`src/rtl/spi_master_ctrl.sv`:
```
// SPI master for the 10-bit command/address/data frame used by the SPI slave + RAM subsystem.
// Sends one frame MSB-first per host request and captures the returned byte on read-data frames.
module spi_master_ctrl #(
  parameter int unsigned RD_WAIT = 4
) (
  input  logic       clk,
  input  logic       rst_n,
  input  logic       start,
  input  logic [9:0] frame,
  output logic       busy,
  output logic       done,
  output logic [7:0] rd_data,
  output logic       rd_valid,
  output logic       SS_n,
  output logic       MOSI,
  input  logic       MISO
);

  typedef enum logic [2:0] {
    S_IDLE,
    S_SELECT,
    S_CMD,
    S_SHIFT,
    S_WAIT,
    S_CAPTURE,
    S_END
  } state_e;

  localparam logic [3:0] WAIT_LOAD = 4'(RD_WAIT - 1);

  state_e     state_q, state_d;
  logic [3:0] cnt_q, cnt_d;
  logic [9:0] shadow_q, shadow_d;
  logic [7:0] shift_q, shift_d;
  logic [7:0] rd_data_q, rd_data_d;
  logic       ss_n_q, ss_n_d;
  logic       mosi_q, mosi_d;
  logic       busy_q, busy_d;
  logic       done_q, done_d;
  logic       rd_valid_q, rd_valid_d;
  logic       is_rd;

  assign is_rd = (shadow_q[9:8] == 2'b11);

  // NOTE: every signal written here gets a default first, so no path can infer a latch.
  always_comb begin
    state_d   = state_q;
    cnt_d     = cnt_q;
    shadow_d  = shadow_q;
    shift_d   = shift_q;
    rd_data_d = rd_data_q;

    unique case (state_q)
      S_IDLE: begin
        if (start) begin
          state_d  = S_SELECT;
          shadow_d = frame;
        end
      end
      S_SELECT: state_d = S_CMD;
      S_CMD: begin
        state_d = S_SHIFT;
        cnt_d   = 4'd9;
      end
      S_SHIFT: begin
        if (cnt_q == 4'd0) begin
          if (is_rd) begin
            state_d = S_WAIT;
            cnt_d   = WAIT_LOAD;
          end else begin
            state_d = S_END;
          end
        end else begin
          cnt_d = cnt_q - 4'd1;
        end
      end
      S_WAIT: begin
        if (cnt_q == 4'd0) begin
          state_d = S_CAPTURE;
          cnt_d   = 4'd7;
        end else begin
          cnt_d = cnt_q - 4'd1;
        end
      end
      S_CAPTURE: begin
        shift_d[cnt_q[2:0]] = MISO;
        if (cnt_q == 4'd0) state_d = S_END;
        else               cnt_d   = cnt_q - 4'd1;
      end
      S_END:   state_d = S_IDLE;
      default: state_d = S_IDLE;
    endcase

    // Outputs are decoded from the next state so their registers line up with the state they describe.
    ss_n_d     = (state_d == S_IDLE) || (state_d == S_END);
    busy_d     = (state_d != S_IDLE);
    done_d     = (state_d == S_END);
    rd_valid_d = done_d && is_rd;
    if (rd_valid_d) rd_data_d = shift_d;

    unique case (state_d)
      S_SELECT, S_CMD: mosi_d = shadow_d[9];
      S_SHIFT:         mosi_d = shadow_d[cnt_d];
      default:         mosi_d = 1'b0;
    endcase
  end

  // NOTE: sequential state uses non-blocking assignments only, so every register sees pre-edge values.
  always_ff @(posedge clk) begin
    if (!rst_n) begin
      state_q    <= S_IDLE;
      cnt_q      <= 4'd0;
      shadow_q   <= 10'd0;
      shift_q    <= 8'd0;
      rd_data_q  <= 8'd0;
      ss_n_q     <= 1'b1;
      mosi_q     <= 1'b0;
      busy_q     <= 1'b0;
      done_q     <= 1'b0;
      rd_valid_q <= 1'b0;
    end else begin
      state_q    <= state_d;
      cnt_q      <= cnt_d;
      shadow_q   <= shadow_d;
      shift_q    <= shift_d;
      rd_data_q  <= rd_data_d;
      ss_n_q     <= ss_n_d;
      mosi_q     <= mosi_d;
      busy_q     <= busy_d;
      done_q     <= done_d;
      rd_valid_q <= rd_valid_d;
    end
  end

  assign SS_n     = ss_n_q;
  assign MOSI     = mosi_q;
  assign busy     = busy_q;
  assign done     = done_q;
  assign rd_valid = rd_valid_q;
  assign rd_data  = rd_data_q;

endmodule

```
`config.mk`:
```
export PLATFORM = sky130hd
export DESIGN_NAME = spi_master_ctrl
export DESIGN_NICKNAME = d
export VERILOG_FILES = /design/src/rtl/spi_master_ctrl.sv
export SDC_FILE = /design/constraint.sdc
export NUM_CORES = 1
export LEC_CHECK = 0
export CORE_MARGIN = 2
export CORE_UTILIZATION = 52
export DETAILED_ROUTE_END_ITERATION = 10
export GPL_ROUTABILITY_DRIVEN = 0
export PLACE_DENSITY = 0.76
export SYNTH_ARGS = -nofsm -noshare
export SYNTH_HDL_FRONTEND = slang
export SYNTH_SLANG_ARGS = --single-unit
```
`constraint.sdc`:
```
create_clock -name clk -period 4.4 [get_ports clk]
set_clock_uncertainty 0.15 [all_clocks]
set_input_delay 0.88 -clock clk [delete_from_list [all_inputs] [get_ports clk]]
set_output_delay 0.88 -clock clk [all_outputs]
set_load 0.05 [all_outputs]
```
==> results of run 1 <==
area by class of cell:
class / count / area [sq um]
Sequential cell: 38 / 760.7
Fill cell: 323 / 1295
Inverter: 3 / 11.26
Clock buffer: 6 / 82.58
Clock inverter: 2 / 60.06
Timing Repair Buffer: 27 / 267.8
Tap cell: 48 / 60.06
Multi-Input combinational cell: 166 / 1096
how the worst max path moves through the flow:
stage,startpoint,slack [ns],endpoint,depth (start not counted)
2_1_floorplan,cnt_q[0],1.46,MOSI,13
3_3_place_gp,cnt_q[0],1.42,MOSI,11
3_5_place_dp,cnt_q[1],1.27,MOSI,11
4_1_cts,cnt_q[1],1.25,MOSI,11
5_1_grt,cnt_q[0],0.97,MOSI,11
6_report,cnt_q[1],1.23,MOSI,11
routing by layer:
| metal | routed length, um | up-vias | share of wire | global-route usage |
|---|---|---|---|---|
| met2 | 1768 | 34 | 0.45 | 0.3048 |
| met4 | 19 | 0 | 0.0048 | 0.06250 |
| li1 | - | 840 | - | - |
| met3 | 167 | 3 | 0.042 | 0.04795 |
| met5 | 0 | - | 0 | 0 |
| met1 | 1977 | 764 | 0.50 | 0.2799 |
cells by family after synthesis:
| group | after synthesis | synth area share |
|---|---|---|
| fa+ha+maj | 2 | 0.01283 |
| mux | 10 | 0.05135 |
| buf+inv | 21 | 0.04749 |
| compound gates | 59 | 0.2420 |
| flops | 38 | 0.3902 |
| simple gates | 95 | 0.2561 |
metrics by stage:
stage | utilization | hold slack (ns)
6_report | 0.6436 | 0.3266
5_1_grt | 0.6436 | 0.3566
4_1_cts | 0.6436 | 0.3296
3_5_place_dp | 0.6043 | 0.3182
3_3_place_gp | 0.6043 | 0.3084
2_1_floorplan | - | 0.2990
worst max-delay path, delay by kind of cell (launching register included):
kind	cells	cell delay (ns)
flops	1	0.38
fa+ha+maj	2	0.63
compound gates	6	1.28
buf+inv	1	0.15
simple gates	2	0.51
state kept, by name, summed over array words and instances, names as in the netlist:
register / flops
busy: 1
cnt_q: 4
rd_valid: 1
shadow_q: 10
done: 1
rd_data: 8
SS_n: 1
MOSI: 1
state_q: 3
shift_q: 8
placed cells by master, fill, tap and decap left out, types with 2 or more instances in the layout:
| master | synthesis | final |
|---|---|---|
| o41ai_1 | 2 | 2 |
| nand2_1 | 41 | 41 |
| nand4_1 | 5 | 5 |
| o211a_1 | 9 | 9 |
| nand3_1 | 4 | 4 |
| dfxtp_1 | 38 | 38 |
| clkbuf_8 | 0 | 6 |
| nor2b_1 | 17 | 17 |
| and2_1 | 5 | 5 |
| nand2b_1 | 2 | 2 |
| mux2i_1 | 10 | 10 |
| bufinv_16 | 0 | 2 |
| o21ai_0 | 6 | 6 |
| nor2_1 | 4 | 4 |
| nor3_1 | 5 | 5 |
| a21boi_0 | 10 | 10 |
| and4_1 | 2 | 2 |
| o311ai_1 | 2 | 2 |
| a21oi_1 | 15 | 15 |
| ha_1 | 2 | 2 |
| inv_1 | 3 | 3 |
| clkdlybuf4s50_1 | 0 | 26 |
| o211ai_1 | 2 | 2 |
power by group:
group	total (W)	switching, W	leakage (nW)	internal [W]
Combinational	0.000224	0.000128	0.546	0.0000957
Clock	0.000368	0.000126	0.0714	0.000242
Sequential	0.000404	0.0000376	0.309	0.000366
Total	0.000995	0.000292	0.927	0.000704
==> results.json, run 1 <==
{
  "critPathKind": "reg2reg",
  "antennaDiodeCount": 0,
  "grt_max_degree": 37,
  "route.detailed.drc": 0,
  "r2r_slack_ns": 1.23,
  "min_path_cells": 2,
  "place_ws_ns": 1.272,
  "timing.final.hold_violations": 0,
  "relSlewSlack": 0.4770,
  "dieHeight_um": 65.23,
  "yosysUniqueCellTypes": 46,
  "total_power_w": 0.0009954,
  "yosysMostFrequentCell": "nand2_1",
  "cts_root_buf": "clkbuf_8",
  "htreeDepth": 2,
  "finalMaxSlewViolations": 0,
  "final.min_clock_period_ns": 3.171,
  "period_share": 0.7206,
  "cpPeakStageDelay_ns": 0.47,
  "synth_top_area_frac": 0.3902,
  "nets": 257,
  "synth_edf_count": 0,
  "die-area_sq_um": 4254,
  "cp_max_fo": 8,
  "grt_pass1_wl_mm": 6.699,
  "ys_top_cells_by_count": "nand2_1 (41), dfxtp_1 (38), nor2b_1 (17), a21oi_1 (15), clkbuf_1 (12)",
  "grt_overflow": 0,
  "path_cells": "inv_1 -> ha_1 -> or3b_1 -> ha_1 -> nor2b_1 -> o311ai_1 -> o311ai_1 -> a21oi_1 -> o21ai_0 -> a21boi_2 -> o211a_1",
  "worstPathRequired_ns": 4.49,
  "clk_pin_slew_ns": 0.08,
  "hold_path_class": "reg2reg",
  "cap_viol_max_count": 0,
  "drtIter0Drc": 168,
  "rsz0062_at_grt": "no",
  "synth_area_leaders": "dfxtp_1 (39%), nand2_1 (7.9%), nor2b_1 (5.5%)",
  "ir_worst_vdd_mv": 0.2802,
  "synth_largest_area_cell": "dfxtp_1",
  "insertion_delay_ns": 0.29,
  "grt_pass1_vias": 1491,
  "worst_path_max_delay_cell": "or3b_1",
  "drive_above_1_share": 0.06612,
  "dp.cells": 282,
  "ios": 27,
  "synthesis.area_sq_um": 1949,
  "end_kind": "register",
  "status": "complete, no violations",
  "wl_per_cell_um": 13.56,
  "power.density_nw_per_um2": 425.6,
  "ys_seq_area_frac": 0.3902,
  "ant_nets": 0,
  "cts_resized": 0,
  "crit_arrival_ns": 3.26,
  "ys_ff_latch": 38,
  "initial_core_util": 0.5365,
  "clock.fmax_mhz": 315.4,
  "cts_setup_buffers": 0,
  "totalWireLength_mm": 3.933,
  "power_leakage_nw": 0.9266,
  "rows": 22,
  "avgSynthCellArea_sq_um": 8.664,
  "areaGrowthSynthToFinish_pct": 19.96,
  "startpoint_type": "register",
  "yosys_warnings": 0,
  "cts_tree": "built",
  "first_pass_iters": 4,
  "die_w_um": 65.23,
  "async_reset_ff_frac": 0,
  "fin_ws_ns": 1.229,
  "vias": 1641,
  "cts_max_path_buffers": 2,
  "instances_no_fill": 290,
  "syn_inst": 225,
  "reg2regPathDepth": 11,
  "grt_usage": 0.2001,
  "r2r_start": "cnt_q[1]",
  "cts-buffers-inserted": 5,
  "synth_nets": 241,
  "final_area_sq_um": 2338,
  "setup_viol": 0,
  "hp-start": "shadow_q[0]",
  "final.setup.tns_ns": 0,
  "hpwl_mm": 2.604,
  "hold_end": "shadow_q[0]",
  "viasPerCell": 5.659,
  "reg2reg_to": "MOSI",
  "synth_ff_type": "dfxtp_1",
  "coreArea_sq_um": 3633,
  "io_buffers": 26,
  "clock_sinks": 38,
  "placed_cell_area_sq_um": 2196,
  "antenna_found_initial": 0,
  "tightest_slew_ns": 0.7722,
  "cts_hold_buf": 0
}
No activity file was read; power rests on OpenSTA's default activity.
==> run 2, diff against run 1 <==
==> constraint.sdc (replaced) <==
create_clock -name clk -period 3 [get_ports clk]
set_clock_uncertainty 0.15 [all_clocks]
set_input_delay 0.6 -clock clk [delete_from_list [all_inputs] [get_ports clk]]
set_output_delay 0.6 -clock clk [all_outputs]
set_load 0.05 [all_outputs]
==> results.json, run 2 (synthesis results as in run 1) <==
{
  "ios": 27,
  "ant_nets": 0,
  "antennaDiodeCount": 0,
  "htreeDepth": 2,
  "areaGrowthSynthToFinish_pct": 21.37,
  "cts_setup_buffers": 0,
  "grt_usage": 0.2109,
  "hold_path_class": "reg2reg",
  "power_leakage_nw": 0.9534,
  "total_power_w": 0.001331,
  "setup_viol": 0,
  "worst_hold_slack_ns": 0.3253,
  "cts_resized": 0,
  "layout_common_cells": "nand2_1 (41), dfxtp_1 (38), clkdlybuf4s50_1 (26), nor2b_1 (17), a21oi_1 (15)",
  "period_share": 0.9380,
  "cts_root_buf": "clkbuf_8",
  "hpwl_mm": 2.843,
  "grt_overflow": 0,
  "largest_reg_flops": 10,
  "die-area_sq_um": 4254,
  "worstPathRequired_ns": 3.10,
  "insertion_delay_ns": 0.30,
  "clock.fmax_mhz": 355.4,
  "startpoint_type": "register",
  "nFillCells": 327,
  "finalMaxSlewViolations": 0,
  "dieHeight_um": 65.23,
  "clock_sinks": 38,
  "wl_per_cell_um": 13.71,
  "clk_pin_slew_ns": 0.08,
  "die_w_um": 65.23,
  "tightest_slew_ns": 0.7507,
  "end_kind": "register",
  "first_pass_iters": 5,
  "grt_pass1_vias": 1531,
  "nets": 267,
  "status": "complete, no violations",
  "route.detailed.drc": 0,
  "drive_above_1_share": 0.1032,
  "multi_input_area_sq_um": 1096,
  "ir_worst_vdd_mv": 0.3574,
  "antenna_found_initial": 0,
  "relSlewSlack": 0.4917,
  "crit_arrival_ns": 2.92,
  "cts_max_path_buffers": 2,
  "final.min_clock_period_ns": 2.814,
  "vias": 1687,
  "cts_tree": "built",
  "power.density_nw_per_um2": 562.7,
  "drtIter0Drc": 163,
  "final.setup.tns_ns": 0,
  "critPathKind": "reg2reg",
  "grt_pass1_wl_mm": 6.948,
  "cp_max_fo": 8,
  "initial_core_util": 0.5365,
  "viasPerCell": 5.623,
  "largest-register": "shadow_q",
  "cts_hold_buf": 0,
  "totalWireLength_mm": 4.112,
  "grt_max_degree": 23,
  "timing.final.hold_violations": 0,
  "rows": 22,
  "io_buffers": 26,
  "cts-buffers-inserted": 5,
  "layout_commonest_cell": "nand2_1",
  "seq_area_sq_um": 760.7,
  "coreArea_sq_um": 3633,
  "cap_viol_max_count": 0,
  "rsz0062_at_grt": "no"
}
==> run 2: worst paths after layout <==
kind / start / end / slack (ns) / cells after the start
max: cnt_q[1] / MOSI / 0.19 / 11
min: shadow_q[2] / shadow_q[2] / 0.33 / 2
max reg2reg: cnt_q[1] / MOSI / 0.19 / 11
min reg2reg: shadow_q[2] / shadow_q[2] / 0.33 / 2
==> run 2: per-layer routing <==
| metal | vias up | routed length (um) | track usage |
|---|---|---|---|
| li1 | 848 | - | - |
| met1 | 799 | 2001 | 0.2825 |
| met3 | 6 | 156 | 0.05651 |
| met2 | 34 | 1879 | 0.3214 |
| met4 | 0 | 74 | 0.08594 |
| met5 | - | 0 | 0 |
==> run 2: area by class of cell <==
| class | count | share of cell area |
|---|---|---|
| multi-input combinational | 166 | 0.4632 |
| sequential | 38 | 0.3215 |
| inverter | 3 | 0.004759 |
| clock buffer | 6 | 0.03490 |
| timing repair buffer | 37 | 0.1449 |
| clock inverter | 2 | 0.005288 |
| tap | 48 | 0.02538 |
==> run 2: critical path, cell delays in order, from the launching register on <==
cell	delay, ns
dfxtp_1	0.38
inv_1	0.15
ha_1	0.17
or3b_1	0.37
ha_1	0.28
nor2b_1	0.04
o311ai_1	0.32
o311ai_1	0.30
a21oi_1	0.20
o21ai_0	0.13
a21boi_2	0.15
o211a_1	0.13
==> run 2: where the power goes <==
group / internal (W) / switching, W
Combinational: 0.000168 / 0.000217
Clock: 0.000185 / 0.000195
Sequential: 0.000537 / 0.0000311
Total: 0.000889 / 0.000442
==> run 2: per-stage QoR <==
stage	std cells	area, sq um	utilization	setup slack (ns)
6_report	300	2366	0.6512	0.1861
5_1_grt	300	2366	0.6512	0.01129
4_1_cts	300	2366	0.6512	0.1974
3_5_place_dp	292	2271	0.6250	0.2242
3_3_place_gp	292	2271	0.6250	0.2819
2_1_floorplan	225	1949	-	0.05749
==> run 3, diff against run 2 <==
--- a/config.mk
+++ b/config.mk
@@ -5,7 +5,6 @@
 export SDC_FILE = /design/constraint.sdc
 export NUM_CORES = 1
 export LEC_CHECK = 0
-export CORE_MARGIN = 2
 export CORE_UTILIZATION = 52
 export DETAILED_ROUTE_END_ITERATION = 10
 export GPL_ROUTABILITY_DRIVEN = 0
@@ -13,3 +12,4 @@
 export SYNTH_ARGS = -nofsm -noshare
 export SYNTH_HDL_FRONTEND = slang
 export SYNTH_SLANG_ARGS = --single-unit
+export TNS_END_PERCENT = 30
==> results.json, run 3 (synthesis results as in run 1) <==
{
  "period_share": 0.9455,
  "grt_max_degree": 27,
  "htreeDepth": 2,
  "tightest_slew_ns": 0.8406,
  "power_leakage_nw": 0.9699,
  "ios": 27,
  "grt_overflow": 0,
  "worstPathRequired_ns": 3.04,
  "end_kind": "register",
  "final.min_clock_period_ns": 2.837,
  "rows": 21,
  "fin_ws_ns": 0.1634,
  "setup_viol": 0,
  "hold_path_class": "reg2reg",
  "coreArea_sq_um": 3468,
  "route.detailed.drc": 0,
  "drive_above_1_share": 0.1040,
  "timing.final.hold_violations": 0,
  "startpoint_type": "register",
  "layout_common_cells": "nand2_1 (41), dfxtp_1 (38), clkdlybuf4s50_1 (26), nor2b_1 (17), a21oi_1 (15)",
  "hpwl_mm": 2.860,
  "io_buffers": 26,
  "largest_reg_flops": 10,
  "areaGrowthSynthToFinish_pct": 23.94,
  "cts_tree": "built",
  "worst_hold_slack_ns": 0.3288,
  "relSlewSlack": 0.4388,
  "cts_max_path_buffers": 2,
  "critPathKind": "reg2reg",
  "grt_pass1_vias": 1499,
  "grt_usage": 0.2359,
  "die-area_sq_um": 3997,
  "viasPerCell": 5.659,
  "place_ws_ns": 0.2238,
  "insertion_delay_ns": 0.30,
  "wl_per_cell_um": 14.61,
  "die_w_um": 63.23,
  "ir_worst_vdd_mv": 0.3954,
  "status": "complete, no violations",
  "vias": 1675,
  "cap_viol_max_count": 0,
  "initial_core_util": 0.5620,
  "drtIter0Drc": 332,
  "layout_commonest_cell": "nand2_1",
  "antennaDiodeCount": 0,
  "ant_nets": 0,
  "clk_pin_slew_ns": 0.08,
  "power.density_nw_per_um2": 617.4,
  "grt_pass1_wl_mm": 7.279,
  "cts-buffers-inserted": 5,
  "nets": 265,
  "cp_max_fo": 8,
  "cts_root_buf": "clkbuf_8",
  "largest-register": "shadow_q",
  "clock.fmax_mhz": 352.5,
  "antenna_found_initial": 0,
  "first_pass_iters": 5,
  "clock_sinks": 38,
  "dieHeight_um": 63.23,
  "totalWireLength_mm": 4.326,
  "finalMaxSlewViolations": 0,
  "crit_arrival_ns": 2.88
}
[run 3: cell count changes in the layout (fill, tap and decap cells not counted)]
cell        delta
o21ai_1        +2
o311ai_2       +2
o311a_4        +1
o21ai_0        -2
clkbuf_8       -1
buf_4          -2
o311a_2        -1
bufinv_16      +2
o311ai_1       -2
clkinv_4       +1
clkinvlp_4     -1
clkinv_2       -1
[run 3: cell type report]
| cell class | instances | area [sq um] |
|---|---|---|
| clock buffers | 5 | 68.82 |
| flip-flops and latches | 38 | 760.7 |
| fillers | 296 | 1052 |
| well taps | 46 | 57.56 |
| clock inverters | 3 | 68.82 |
| inverters | 3 | 11.26 |
| multi-input cells | 166 | 1121 |
| repair buffers | 35 | 327.8 |
[run 3: where the power goes]
part / total (W) / internal [W] / leakage [nW] / switching (W)
logic: 0.000393 / 0.000171 / 0.592 / 0.000222
clock network: 0.000526 / 0.000333 / 0.0683 / 0.000193
registers: 0.000573 / 0.000537 / 0.309 / 0.0000357
[run 3: worst max-delay path, cell delays in order (launching register included)]
cell and delay [ns]:
dfxtp_1 0.38, inv_1 0.16, ha_1 0.17, or3b_1 0.37, ha_1 0.28, nor2b_1 0.04, o311ai_2 0.36, o311a_4 0.31
a21oi_1 0.05, o21ai_1 0.18, a21boi_2 0.08, o211a_1 0.20
[run 3: timing repair]
item / CTS / global route
setup endpoints to repair: 0 / 1
hold buffers: 0 / 0
resized for setup: 0 / 5
setup buffers: 0 / 0
endpoints found under the hold margin: 0 / 0
[run 3: path summary, 6_finish.rpt]
check / from / endpoint / slack (ns) / cells after the start
setup / recovery: cnt_q[1] / MOSI / 0.16 / 11
hold / removal: shadow_q[3] / shadow_q[3] / 0.33 / 2
setup reg to reg: cnt_q[1] / MOSI / 0.16 / 11
hold reg to reg: shadow_q[3] / shadow_q[3] / 0.33 / 2
[run 3: per-stage QoR]
step	utilization	std cells	instance area, sq um	total power, W	setup TNS (ns)
after global routing	0.6966	296	2416	0.001570	-0.005178
final	0.6966	296	2416	0.001492	0
after global placement	0.6497	288	2253	0.0009506	0
after floorplan	-	225	1949	0.0008515	0
after detailed placement	0.6497	288	2253	0.0009553	0
after CTS	0.6894	296	2391	0.001482	0
[run 3: layer usage]
layer	GRT usage	vias up	share of wire
met3	0.06522	7	0.052
met1	0.3225	772	0.49
met2	0.3481	40	0.44
li1	-	856	-
met5	0	-	0
met4	0.09375	0	0.013
